<file path="src/rtl/gsm_pkg.sv">
// Shared definitions for the GSM modem reply receive path.
// Latency: n/a (constants, types and a helper function only).
// Backpressure: n/a.
package gsm_pkg;

    // Reply characters the matcher looks for
    localparam logic [7:0] CH_O  = 8'h4F;
    localparam logic [7:0] CH_K  = 8'h4B;
    localparam logic [7:0] CH_CR = 8'h0D;
    localparam logic [7:0] CH_LF = 8'h0A;
    localparam logic [7:0] CH_E  = 8'h45;
    localparam logic [7:0] CH_R  = 8'h52;

    typedef enum logic [1:0] {
        RX_IDLE,
        RX_START,
        RX_DATA,
        RX_STOP
    } rx_state_t;

    // Clocks per bit period; integer division, caller guarantees result >= 4
    function automatic int calc_div(input int clk_freq, input int baud);
        return clk_freq / baud;
    endfunction

endpackage

</file>
<file path="src/rtl/uart_rx_core.sv">
// 8N1 UART receiver: 2-FF synchroniser, start/data/stop FSM, byte output.
// Latency: rx_valid 2 + DIV/2 + 9*DIV clocks after the start-bit falling edge.
// Backpressure: none; rx_valid/frame_err are single-cycle pulses, consumer must keep up.
// Ports: clk, rst (sync, active high), rx (async line), rx_data/rx_valid/frame_err outputs.
module uart_rx_core
    import gsm_pkg::*;
#(
    parameter int DIV = 10
) (
    input  logic       clk,
    input  logic       rst,
    input  logic       rx,
    output logic [7:0] rx_data,
    output logic       rx_valid,
    output logic       frame_err
);

    localparam int              CW       = $clog2(DIV);
    localparam logic [CW-1:0]   CNT_HALF = CW'(DIV / 2 - 1);
    localparam logic [CW-1:0]   CNT_FULL = CW'(DIV - 1);

    logic            rx_m;
    logic            rx_s;
    rx_state_t       state,     state_nxt;
    logic [CW-1:0]   cnt,       cnt_nxt;
    logic [2:0]      bit_idx,   bit_nxt;
    logic [7:0]      shift,     shift_nxt;
    logic [7:0]      data_nxt;
    logic            vld_nxt;
    logic            ferr_nxt;
    // Set after a bad stop bit: the line may still be low, so ignore it
    // until it has been seen high again rather than treating it as a start.
    logic            hold_low,  hold_nxt;

    always_ff @(posedge clk) begin
        if (rst) begin
            rx_m      <= 1'b1;
            rx_s      <= 1'b1;
            state     <= RX_IDLE;
            cnt       <= '0;
            bit_idx   <= '0;
            shift     <= '0;
            rx_data   <= '0;
            rx_valid  <= 1'b0;
            frame_err <= 1'b0;
            hold_low  <= 1'b0;
        end else begin
            rx_m      <= rx;
            rx_s      <= rx_m;
            state     <= state_nxt;
            cnt       <= cnt_nxt;
            bit_idx   <= bit_nxt;
            shift     <= shift_nxt;
            rx_data   <= data_nxt;
            rx_valid  <= vld_nxt;
            frame_err <= ferr_nxt;
            hold_low  <= hold_nxt;
        end
    end

    always_comb begin
        state_nxt = state;
        cnt_nxt   = cnt + CW'(1);
        bit_nxt   = bit_idx;
        shift_nxt = shift;
        data_nxt  = rx_data;
        vld_nxt   = 1'b0;
        ferr_nxt  = 1'b0;
        hold_nxt  = hold_low;

        case (state)
            RX_IDLE: begin
                cnt_nxt = '0;
                if (rx_s) begin
                    hold_nxt = 1'b0;
                end else if (!hold_low) begin
                    state_nxt = RX_START;
                end
            end
            RX_START: begin
                // Mid-point of the start bit: a high line here was a glitch
                if (cnt == CNT_HALF) begin
                    cnt_nxt   = '0;
                    bit_nxt   = '0;
                    state_nxt = rx_s ? RX_IDLE : RX_DATA;
                end
            end
            RX_DATA: begin
                if (cnt == CNT_FULL) begin
                    cnt_nxt   = '0;
                    shift_nxt = {rx_s, shift[7:1]};
                    bit_nxt   = bit_idx + 3'd1;
                    if (bit_idx == 3'd7) begin
                        state_nxt = RX_STOP;
                    end
                end
            end
            RX_STOP: begin
                if (cnt == CNT_FULL) begin
                    cnt_nxt   = '0;
                    state_nxt = RX_IDLE;
                    if (rx_s) begin
                        data_nxt = shift;
                        vld_nxt  = 1'b1;
                    end else begin
                        ferr_nxt = 1'b1;
                        hold_nxt = 1'b1;
                    end
                end
            end
            default: state_nxt = RX_IDLE;
        endcase
    end

endmodule

</file>
<file path="src/rtl/gsm_resp_rx.sv">
// GSM modem reply receiver: UART RX plus "OK"+CR+LF / "ERROR" matcher and response-window timer.
// Latency: result pulse one clock after the rx_valid of the completing byte; timeout TIMEOUT_CYCLES after arm.
// Backpressure: none; all outputs are single-cycle pulses except armed.
// Ports: clk, rst, rx, resp_arm in; rx_data, rx_valid, frame_err, resp_ok, resp_error, resp_timeout, armed out.
module gsm_resp_rx
    import gsm_pkg::*;
#(
    parameter int CLK_FREQ       = 50000000,
    parameter int BAUD           = 9600,
    parameter int TIMEOUT_CYCLES = 50000000
) (
    input  logic       clk,
    input  logic       rst,
    input  logic       rx,
    input  logic       resp_arm,
    output logic [7:0] rx_data,
    output logic       rx_valid,
    output logic       frame_err,
    output logic       resp_ok,
    output logic       resp_error,
    output logic       resp_timeout,
    output logic       armed
);

    localparam int              DIV     = calc_div(CLK_FREQ, BAUD);
    localparam int              TW      = $clog2(TIMEOUT_CYCLES + 1);
    localparam logic [TW-1:0]   T_LAST  = TW'(TIMEOUT_CYCLES - 1);
    localparam logic [31:0]     OK_PAT  = {CH_O, CH_K, CH_CR, CH_LF};
    localparam logic [39:0]     ERR_PAT = {CH_E, CH_R, CH_R, CH_O, CH_R};

    uart_rx_core #(
        .DIV (DIV)
    ) u_rx (
        .clk       (clk),
        .rst       (rst),
        .rx        (rx),
        .rx_data   (rx_data),
        .rx_valid  (rx_valid),
        .frame_err (frame_err)
    );

    // Only the four previous bytes are stored; together with the byte
    // arriving this cycle they form the five-byte match window.
    logic [31:0]   hist;
    logic [39:0]   hist_new;
    logic [TW-1:0] timer;
    logic          ok_hit;
    logic          err_hit;

    always_comb begin
        hist_new = {hist, rx_data};
        ok_hit   = rx_valid && (hist_new[31:0] == OK_PAT);
        err_hit  = rx_valid && (hist_new == ERR_PAT);
    end

    // Priority: a new arm beats any result of the old window; a match beats
    // a timeout landing in the same cycle.
    always_ff @(posedge clk) begin
        if (rst) begin
            hist         <= '0;
            timer        <= '0;
            armed        <= 1'b0;
            resp_ok      <= 1'b0;
            resp_error   <= 1'b0;
            resp_timeout <= 1'b0;
        end else begin
            resp_ok      <= 1'b0;
            resp_error   <= 1'b0;
            resp_timeout <= 1'b0;
            if (resp_arm) begin
                armed <= 1'b1;
                hist  <= '0;
                timer <= '0;
            end else if (armed) begin
                if (rx_valid) begin
                    hist <= hist_new[31:0];
                end
                if (ok_hit) begin
                    resp_ok <= 1'b1;
                    armed   <= 1'b0;
                end else if (err_hit) begin
                    resp_error <= 1'b1;
                    armed      <= 1'b0;
                end else if (timer == T_LAST) begin
                    resp_timeout <= 1'b1;
                    armed        <= 1'b0;
                end else begin
                    timer <= timer + TW'(1);
                end
            end
        end
    end

endmodule

</file>
<file path="config.mk">
export PLATFORM = sky130hd
export DESIGN_NAME = gsm_resp_rx
export DESIGN_NICKNAME = d
export VERILOG_FILES = /design/src/rtl/gsm_pkg.sv /design/src/rtl/uart_rx_core.sv /design/src/rtl/gsm_resp_rx.sv
export SDC_FILE = /design/constraint.sdc
export NUM_CORES = 1
export LEC_CHECK = 0
export BUFFER_PORTS_ARGS = -buffer_cell sky130_fd_sc_hd__buf_2
export CAP_MARGIN = 40
export CELL_PAD_IN_SITES_DETAIL_PLACEMENT = 0
export CELL_PAD_IN_SITES_GLOBAL_PLACEMENT = 1
export CORE_ASPECT_RATIO = 0.6
export CORE_MARGIN = 5
export CORE_UTILIZATION = 49
export CTS_BUF_LIST = sky130_fd_sc_hd__clkbuf_4
export CTS_CLUSTER_DIAMETER = 100
export CTS_CLUSTER_SIZE = 16
export DETAILED_ROUTE_END_ITERATION = 16
export PLACE_DENSITY_LB_ADDON = 0.1
export REMOVE_ABC_BUFFERS = 1
export SETUP_SLACK_MARGIN = 0.5
export SLEW_MARGIN = 20
export SYNTH_ARGS = -nofsm -noshare
export SYNTH_HDL_FRONTEND = slang
export SYNTH_SLANG_ARGS = --single-unit
</file>
<file path="constraint.sdc">
create_clock -name clk -period 2.44 [get_ports clk]
set_input_delay 0.488 -clock clk [delete_from_list [all_inputs] [get_ports clk]]
set_output_delay 0.488 -clock clk [all_outputs]
set_load 0.005 [all_outputs]
</file>
==> reports/qor.log <==
INFO  outcome        status=finished, final reports clean
INFO  power_and_ir_drop ir_worst_vdd=0.2779mV
INFO  worst_setup_path timing.critical_path.slowest_stage_cell=or4_4
INFO  timing         slew_violations=0
INFO  cts            cts_tree=done
INFO  worst_setup_path startpoint_to_endpoint_class_of_the_critical_path=reg2reg
INFO  detailed_routing routed_wl=9.735mm
INFO  power_and_ir_drop leakage=0.001795uW
INFO  cells_and_area signed_area_change_from_the_synthesized_netlist_to_the_final_layout=14.08%
INFO  grt            grt_antenna_before_repair=1
INFO  die            rows=26
INFO  die            die_height=82.79um
INFO  worst_setup_path crit_buf_inv=1
INFO  yosys          synth_area_leader_cell=dfxtp_1
INFO  timing         final.min_clock_period=1997ps
INFO  yosys          dominantRegCellSynth=dfxtp_1
INFO  timing         fmax=500.8MHz
INFO  cells_and_area final_cells=654
INFO  die            pin_count=18
INFO  yosys          top_post_synthesis_cells_by_area=dfxtp_1 (47%), nand2_1 (8.3%), nor2_1 (5.3%), a21oi_1 (5.1%), mux2i_1 (5.1%)
INFO  yosys          async_flop_share=0
INFO  worst_setup_path crit_chain=nand4b_1, or4_4, o31ai_4, buf_12, a21oi_4, a211oi_1, a31o_2
INFO  cts            hold_buffers=0
INFO  timing         slew_headroom=0.6854
INFO  yosys          cell_with_the_most_instances_after_synthesis=dfxtp_1
INFO  cts            clkLatencyLatePin=460ps
INFO  timing         rsz_0062_raised_after_global_routing=yes
INFO  cts            clk_transition_reported_paths=160ps
INFO  detailed_routing wl_per_cell=14.89um
INFO  grt            grt_pass1_wl=16.79mm
INFO  detailed_routing vias_per_cell=5.511
INFO  grt            globalRoute.totalOverflow=0
INFO  yosys          proportion_of_netlist_area_held_by_the_largest_area_contributor=0.4673
INFO  job            max_cap_viol_count=0
INFO  yosys          seq_area_frac_synth=0.4673
INFO  timing         final_clock_skew=12.28ps
INFO  yosys          netlist_top_cells_count=dfxtp_1 (101), nand2_1 (96), nor2_1 (61)
INFO  cells_and_area num-nets-final=543
INFO  die            chipWidth=131.3um
INFO  timing         setup_viol=0
INFO  cts            tritoncts.num_buffers=9
INFO  detailed_routing drc_errors=0
INFO  yosys          synth_edf_count=0
INFO  timing         hold_violations=0
INFO  timing         timing.hold.ws=205.6ps
INFO  die            start_util=0.5057
INFO  worst_setup_path path_max_fanout=9
INFO  place          routabilityCongestion=0.8240
INFO  cells_and_area postLayoutCellArea=0.004936mm2
INFO  yosys          yosys_warnings=0
INFO  worst_setup_path critPathArrivalTime=2410ps
INFO  worst_setup_path worst_ep_required_time=2850ps
INFO  power_and_ir_drop power_density_cells=525.0mW/mm2
INFO  cells_and_area fin_util=0.5769
INFO  timing         worst_slew_pin_slew=471.9ps
INFO  die            core_region=0.008556mm2
INFO  detailed_routing vias=3604
INFO  worst_hold_path hold_path.class=in2reg
INFO  cts            cts.sinks=101
INFO  grt            grt_util_all_layers=0.1911
INFO  worst_setup_path path_delay_family=compound AO/OA/AOI/OAI gates
INFO  place          dp.final_hpwl=6.593mm
INFO  worst_setup_path type_of_origin_of_the_critical_path=flip-flop
INFO  cts            cts.path.max_buffers=2
INFO  place          placement.cell_area=0.004554mm2
INFO  timing         timing.final.crit_share=0.8183
INFO  detailed_routing drtAntennaViolNets=0
INFO  die            die_area=0.01087mm2
INFO  place          place.port_buffers=17
INFO  yosys          post_synth.cell_area_avg=8.534um2
INFO  yosys          netlist-cell-type-count=52
INFO  cells_and_area share_of_final_layout_standard_cells_stronger_than_drive_strength_1=0.1852
INFO  detailed_routing drt_iter0_markers=289
INFO  detailed_routing drt_pass1_iterations=5
INFO  place          total_instance_count_after_detailed_placement=625
INFO  yosys          netlist_area=0.004327mm2
INFO  worst_setup_path cpPeakStageDelay=460ps
INFO  worst_setup_path critPathCaptureType=flip-flop
INFO  grt            grt_start_max_net_pins=35
INFO  grt            grt_pass1_vias=3312
INFO  cts            cts_htree_levels=3
INFO  yosys          syn-instance-count=507
INFO  yosys          number_of_flip_flops_and_latches_in_the_synthesized_netlist=101
INFO  cts            ctsRootBufferMaster=clkbuf_4
==> where the power goes <==
part	switching [uW]	total, uW	internal (uW)
combinational	80.5	125	44.0
clock	585	807	221
sequential	6.34	1660	1650
total	672	2590	1920
==> final timing paths <==
path / from / end / slack (ps) / cells past startpoint
worst max-delay path: u_rx.rx_data[5] / timer[17] / 440 / 7
worst min-delay path: rx / u_rx.rx_m / 210 / 2
worst max register to register: u_rx.rx_data[5] / timer[17] / 440 / 7
worst min register to register: u_rx.rx_m / u_rx.rx_s / 420 / 1
==> final cells by class <==
cell class,count,area (um2)
Antenna cell,2,5.005
Clock buffer,9,67.56
Clock inverter,7,60.06
Fill cell,791,3620
Inverter,7,26.28
Multi-Input combinational cell,376,2327
Sequential cell,101,2038
Tap cell,112,140.1
Timing Repair Buffer,40,271.5
==> flip-flops by register name, summed over array words and instances, names as in the netlist, named ones only <==
register	flops
u_rx.rx_data	8
u_rx.cnt	13
u_rx.frame_err	1
resp_ok	1
u_rx.shift	8
timer	26
u_rx.hold_low	1
resp_timeout	1
u_rx.rx_valid	1
u_rx.rx_m	1
u_rx.rx_s	1
u_rx.bit_idx	3
armed	1
resp_error	1
u_rx.state	1
hist	32
==> cells by family after synthesis <==
group,Yosys count,share of synthesized area
buffers and inverters,32,0.03094
AOI/OAI and AO/OA,78,0.1174
xor gates and xnor gates,18,0.03644
muxes,22,0.05090
adders and majority gates,4,0.01157
and+or+nand+nor,252,0.2854
DFF,101,0.4673
==> worst register-to-register path: cells and delay by family, from the launching register on <==
kind / cells / cell delay (ps)
AO/OA/AOI/OAI: 4 / 760
flip-flops: 1 / 370
AND/OR/NAND/NOR: 2 / 640
buffers and inverters: 1 / 180
==> layer usage <==
layer | vias to the layer above | share of wire | global-route usage
li1 | 1842 | - | -
met1 | 1675 | 0.54 | 0.2919
met2 | 77 | 0.39 | 0.2632
met3 | 10 | 0.055 | 0.05422
met4 | 0 | 0.0096 | 0.04312
met5 | - | 0 | 0
==> placed cells by master (no fill, tap or decap), drive strengths merged, types with 4 or more instances in the layout <==
master,netlist,routed
clkbuf,18,9
nor4b,5,5
and2,5,5
nand2,96,96
or2,4,4
inv,7,8
nor3,12,12
or3,8,8
nand3,13,13
nor4bb,4,4
o21ai,5,5
mux2i,22,22
ha,4,4
nand4,17,17
nor2,61,61
a31oi,4,4
xor2,7,7
xnor2,11,11
a31o,6,6
buf,7,40
a21oi,45,47
dfxtp,101,101
and3,8,8
==> through the flow <==
step | worst slack (ps) | total power, uW | TNS [ps]
floorplan | -195.6 | 1751 | -1173
global placement | 171.8 | 1792 | 0
detailed placement | 130.1 | 1794 | 0
CTS | 418.2 | 2625 | 0
global route | 323.5 | 2705 | 0
finish | 443.3 | 2591 | 0
==> timing repair <==
action	in CTS	in global routing
setup endpoints to repair	40	39
setup buffers	5	3
gates resized for setup	22	16
cloned	2	1
pin swaps	13	6
No activity file was read; power rests on OpenSTA's default activity.
